`src/rtl/td4_sequencer.sv`:
```
// TD4 control sequencer: fetches one instruction byte per step over a ROM
// request/valid handshake, decodes it into datapath strobes and drives PC control.
module td4_sequencer #(
  parameter int unsigned TIMEOUT = 8
) (
  input  logic       CLK,
  input  logic       RST,
  input  logic [7:0] ROM_DATA,
  input  logic       ROM_VALID,
  output logic       ROM_REQ,
  input  logic       ALU_CARRY,
  output logic [1:0] SEL,
  output logic [3:0] IMM,
  output logic       LD_A,
  output logic       LD_B,
  output logic       LD_OUT,
  output logic       PC_EN,
  output logic       PC_LOAD,
  output logic [3:0] PC_IN,
  output logic       CFLAG,
  output logic       ILLEGAL,
  output logic       FAULT
);

  typedef enum logic [1:0] {
    S_IDLE  = 2'd0,
    S_FETCH = 2'd1,
    S_EXEC  = 2'd2,
    S_FAULT = 2'd3
  } state_t;

  localparam bit         timeout_on = (TIMEOUT != 0);
  localparam logic [7:0] last_wait  = timeout_on ? 8'(TIMEOUT - 1) : 8'd0;

  state_t     state_reg, state_next;
  logic [7:0] ir_reg, ir_next;
  logic [7:0] wait_reg, wait_next;
  logic       cflag_reg, cflag_next;
  logic       illegal_reg, illegal_next;

  always_ff @(posedge CLK) begin
    if (RST) begin
      state_reg   <= S_IDLE;
      ir_reg      <= '0;
      wait_reg    <= '0;
      cflag_reg   <= 1'b0;
      illegal_reg <= 1'b0;
    end else begin
      state_reg   <= state_next;
      ir_reg      <= ir_next;
      wait_reg    <= wait_next;
      cflag_reg   <= cflag_next;
      illegal_reg <= illegal_next;
    end
  end

  always_comb begin
    state_next   = state_reg;
    ir_next      = ir_reg;
    wait_next    = wait_reg;
    cflag_next   = cflag_reg;
    illegal_next = illegal_reg;
    ROM_REQ      = 1'b0;
    SEL          = 2'b11;
    IMM          = 4'd0;
    LD_A         = 1'b0;
    LD_B         = 1'b0;
    LD_OUT       = 1'b0;
    PC_EN        = 1'b0;
    PC_LOAD      = 1'b1;

    case (state_reg)
      S_IDLE: begin
        state_next = S_FETCH;
        wait_next  = '0;
      end

      S_FETCH: begin
        ROM_REQ = 1'b1;
        // A valid on the last permitted wait cycle still wins over the timeout.
        if (ROM_VALID) begin
          ir_next    = ROM_DATA;
          state_next = S_EXEC;
        end else if (timeout_on && (wait_reg == last_wait)) begin
          state_next = S_FAULT;
        end else begin
          wait_next = wait_reg + 8'd1;
        end
      end

      S_EXEC: begin
        PC_EN      = 1'b1;
        IMM        = ir_reg[3:0];
        cflag_next = ALU_CARRY;
        state_next = S_FETCH;
        wait_next  = '0;
        case (ir_reg[7:4])
          4'b0000: begin SEL = 2'b00; LD_A = 1'b1; end
          4'b0101: begin SEL = 2'b01; LD_B = 1'b1; end
          4'b0011: begin SEL = 2'b11; LD_A = 1'b1; end
          4'b0111: begin SEL = 2'b11; LD_B = 1'b1; end
          4'b0001: begin SEL = 2'b01; IMM = 4'd0; LD_A = 1'b1; end
          4'b0100: begin SEL = 2'b00; IMM = 4'd0; LD_B = 1'b1; end
          4'b0010: begin SEL = 2'b10; IMM = 4'd0; LD_A = 1'b1; end
          4'b0110: begin SEL = 2'b10; IMM = 4'd0; LD_B = 1'b1; end
          4'b1001: begin SEL = 2'b01; IMM = 4'd0; LD_OUT = 1'b1; end
          4'b1011: begin SEL = 2'b11; LD_OUT = 1'b1; end
          4'b1111: begin SEL = 2'b11; PC_LOAD = 1'b0; end
          // JNC looks at the carry of the previous instruction.
          4'b1110: begin SEL = 2'b11; PC_LOAD = cflag_reg; end
          default: begin SEL = 2'b11; illegal_next = 1'b1; end
        endcase
      end

      default: begin
        state_next = S_FAULT;
      end
    endcase
  end

  assign PC_IN   = ir_reg[3:0];
  assign CFLAG   = cflag_reg;
  assign ILLEGAL = illegal_reg;
  assign FAULT   = (state_reg == S_FAULT);

endmodule

```
`config.mk`:
```
export PLATFORM = sky130hd
export DESIGN_NAME = td4_sequencer
export DESIGN_NICKNAME = d
export VERILOG_FILES = /design/src/rtl/td4_sequencer.sv
export SDC_FILE = /design/constraint.sdc
export NUM_CORES = 1
export LEC_CHECK = 0
export BUFFER_PORTS_ARGS = -buffer_cell sky130_fd_sc_hd__buf_2
export CORE_MARGIN = 8
export CORE_UTILIZATION = 49
export CTS_CLUSTER_SIZE = 8
export DETAILED_ROUTE_END_ITERATION = 7
export GPL_TIMING_DRIVEN = 0
export PLACE_DENSITY = 0.8
export SETUP_SLACK_MARGIN = 0.5
export SLEW_MARGIN = 20
export SYNTH_ARGS = -nofsm -noshare
export SYNTH_HDL_FRONTEND = slang
export SYNTH_SLANG_ARGS = --single-unit
export TNS_END_PERCENT = 50
```
`constraint.sdc`:
```
create_clock -name CLK -period 2.18 [get_ports CLK]
set_input_delay 0.654 -clock CLK [delete_from_list [all_inputs] [get_ports CLK]]
set_output_delay 0.654 -clock CLK [all_outputs]
set_load 0.02 [all_outputs]
```
==> summary by stage <==
Run status
The flow ran to the end, and the final reports show no timing, DRC or antenna violations.

Yosys
The primary flip-flop cell chosen by synthesis mapping is sky130_fd_sc_hd__dfxtp_1. The commonest cells after synthesis are 20 x sky130_fd_sc_hd__dfxtp_1, 15 x sky130_fd_sc_hd__nand2_1, 11 x sky130_fd_sc_hd__a21oi_1, 11 x sky130_fd_sc_hd__nand3_1, 11 x sky130_fd_sc_hd__nor2_1. The count of unique library cells instantiated by Yosys is 32. Counting every net in the synthesized netlist gives 135. The area share of the largest cell type after synthesis is 40.05%. The cell type with the largest total area after synthesis is sky130_fd_sc_hd__dfxtp_1.

The most common cell in the synthesized netlist is sky130_fd_sc_hd__dfxtp_1. The fraction of registers with async set/reset is 0%. The number of enable-type register cells in the synthesized netlist is 0.

The synthesized flop and latch total is 20. Sorting the synthesized cells by area gives the leading types as sky130_fd_sc_hd__dfxtp_1 40%, sky130_fd_sc_hd__nand2_1 5.6%, sky130_fd_sc_hd__a21oi_1 5.5%, sky130_fd_sc_hd__nand3_1 5.5%, sky130_fd_sc_hd__buf_4 4.5%. The average instance in the mapped netlist occupies between 8 and 9 um^2. Sequential cells were found to cover 40.05% of the synthesized design area. The post-synthesis cell area is 999.7 um^2. The count of synthesis-stage warnings from yosys is 0. The instance count of the mapped netlist is ~120.

Floorplan
Pin placement for this block handled 31 I/O pins. After floorplanning, the core was divided into 16 placement rows. The die covers 3742 um^2. The initial utilization of the core area, before any placement, comes to around half. The total core area is 1942 um^2.

The vertical extent of the die is 61.17 um. The horizontal extent of the die is 61.17 um.

Setup path
The critical register-to-register path startpoint is wait_reg[0]. The critical path is of the reg -> out type. The cell count of the worst reg-to-reg path is 6. At the worst endpoint, the arrival time is 1.42 ns. The worst path required time is 1.53 ns. The critical register-to-register path endpoint is wait_reg[2].

The capturing element type of the critical path is an output port. The nature of the critical path startpoint is a register. For flop-to-flop paths, the worst setup slack is 0.37 ns. The top fanout value on the critical path is 6.

CTS
After clock tree synthesis, the clock-pin slew on the worst setup and hold paths is roughly 0.12 ns. In this run, CTS created clock tree buffers numbering 3. The number of sinks driven by the clock tree is 20. The H-tree depth is 1.

The clock reaches the later pin of the worst-skew pair after approximately 0.3 ns. The CTS tree is built. The clock passes through at most 2 buffers. The root buffer cell chosen for the clock tree is sky130_fd_sc_hd__clkbuf_4.

The number of hold buffers added after CTS was 0.

Finish
The number of inserted diodes is 0. The number of nets in the final layout is 177. At the end of the flow the core is filled with cells to 73.97%. The post-layout instance area is between 1000 and 1500 um^2. The area growth from synthesis to layout is 43.68%. Cells with a size suffix above 1 make up 45.40% of the layout.

Detailed routing
The detail route stage leaves a number of antenna-violating nets equal to 0. The detailed router placed 1,035 vias in this run. The average detailed-routed wire length per instance is 13.59 um. The iteration count of the initial detailed-routing pass is 4. In this run, the number of DRC markers left after iteration 0 of detailed routing was 57.

After detailed routing, the number of remaining DRC violations is 0. The routed wire length is 2582 um. Dividing the detail-routed via count by the number of cells gives 5.447.

GRT
Entering global routing, the biggest net connects 13 pins. The all-layer global routing usage is 13.63%. The first global-routing pass estimated a little under 4000 um of wire. The final global-route overflow total is 0.

The initial antenna violation count came to 0. The via count of the first global-routing pass was around 900.

STA
The time the worst path needs with I/O delays and setup is 2.078 ns. The total count of hold-check failures in the final report is 0. The transition time at the pin with the least slew margin is 0.4425 ns. Setup violations remaining at the end of the flow were counted as 0.

The number of max-slew violations in the final report was 0. Dividing the final minimum period by the clock period gives 95.34%. The worst setup skew after layout is 0.005956 ns. Adding up every negative setup slack in the final design gives 0 ns. The tightest hold path in the finished design has a slack of 0.4762 ns.

For this run, the top clock speed supported by timing is 481.1 MHz. Headroom to the max-slew limit came out at between 70% and 80%. Setup repair after global routing could not meet its margin everywhere.

Power and ir drop
Total power for the finished layout comes to 0.7984 mW. The maximum ir drop on the vdd rail is 0.5432 mV. The power density over the cells is 555.8 nW/um^2. Summed over all cells, the static leakage comes to roughly 0.63 nW.

Job
The number of maximum-capacitance constraint violations is 0.

Placed design
Once placement finished, the instance area stood at 1200 um^2. The last weighted congestion value of the routability-driven placer is between 0.7 and 0.8. In this run the tool buffered the top-level ports with 30 buffer cells. The post-DP HPWL is 1713 um.

Hold path
The number of stages on the worst hold path is 2. The end point of the most critical hold path is ir_reg[3]. The path type of the worst min-delay path is reg -> reg. The worst hold path begins at ir_reg[3].
## kinds of logic (layout without fill, tap and decap cells)
kind of cell	after synthesis	count (layout)	synth area share [%]
fa+ha+maj	1	1	1.251
xor+xnor	2	2	1.753
flops	20	20	40.05
buf+inv	16	57	9.011
compound gates	23	23	16.15
simple gates	60	60	31.79
## report_power, final
part           switching [mW]  internal (mW)  leakage, nW
Combinational          0.0552         0.0512        0.435
Clock                   0.118          0.186       0.0279
Sequential             0.0138          0.374        0.167
Total                   0.187          0.611        0.630
## worst max-delay path by stage
stage | startpoint | to | slack (ns)
5_1_grt | ir_reg[5] | IMM[3] | 0.03
2_1_floorplan | ROM_VALID | wait_reg[7] | 0.39
3_3_place_gp | ROM_VALID | wait_reg[7] | 0.20
6_report | state_reg[0] | SEL[0] | 0.10
4_1_cts | state_reg[0] | IMM[0] | 0.11
3_5_place_dp | ROM_VALID | wait_reg[3] | 0.15
## critical path, stage by stage (launching register included)
cell and delay [ns]:
sky130_fd_sc_hd__dfxtp_2 0.36, sky130_fd_sc_hd__nand2b_4 0.16, sky130_fd_sc_hd__buf_4 0.14, sky130_fd_sc_hd__or3_1 0.29
sky130_fd_sc_hd__buf_2 0.16
## final cells by class
| type | count | area [um^2] |
|---|---|---|
| Sequential cell | 20 | 420.4 |
| Tap cell | 27 | 33.78 |
| Multi-Input combinational cell | 86 | 585.6 |
| Clock inverter | 1 | 30.03 |
| Clock buffer | 3 | 22.52 |
| Timing Repair Buffer | 37 | 237.7 |
| Fill cell | 152 | 505.5 |
| Buffer | 10 | 81.33 |
| Inverter | 6 | 25.02 |
## layout by cell type (no fill, tap or decap), types with 2 or more instances in the layout
master,count
sky130_fd_sc_hd__a211o_1,3
sky130_fd_sc_hd__dfxtp_4,4
sky130_fd_sc_hd__buf_6,6
sky130_fd_sc_hd__a21oi_1,11
sky130_fd_sc_hd__clkbuf_4,3
sky130_fd_sc_hd__nor3b_1,3
sky130_fd_sc_hd__dfxtp_1,12
sky130_fd_sc_hd__nor3_1,2
sky130_fd_sc_hd__inv_1,5
sky130_fd_sc_hd__nand2_1,14
sky130_fd_sc_hd__and3_2,4
sky130_fd_sc_hd__a22o_1,2
sky130_fd_sc_hd__buf_4,16
sky130_fd_sc_hd__nand3_1,11
sky130_fd_sc_hd__buf_2,22
sky130_fd_sc_hd__clkbuf_1,2
sky130_fd_sc_hd__a221o_1,4
sky130_fd_sc_hd__dfxtp_2,4
sky130_fd_sc_hd__nor2_2,2
sky130_fd_sc_hd__nor2_1,8
## per-layer routing
metal	part of all wire (%)	wire, um	global-route usage (%)
met5	0	0	0
met1	38	986	13.79
met2	51	1304	26.57
met4	1.5	39	1.993
met3	9.7	251	4.384
## through the flow
stage                     instances  setup WS, ns
after floorplan                 122        0.3884
after global placement          179        0.1996
after detailed placement        179        0.1462
after CTS                       186        0.1061
after global routing            190       0.02804
final                           190        0.1015
## timing repair
action                                  4_1_cts  5_1_grt
buffers inserted                              3        4
resized for setup                            25       14
pin swaps                                     7       10
endpoints found under the setup margin       19       22
Power figures use the tool's default switching activity.
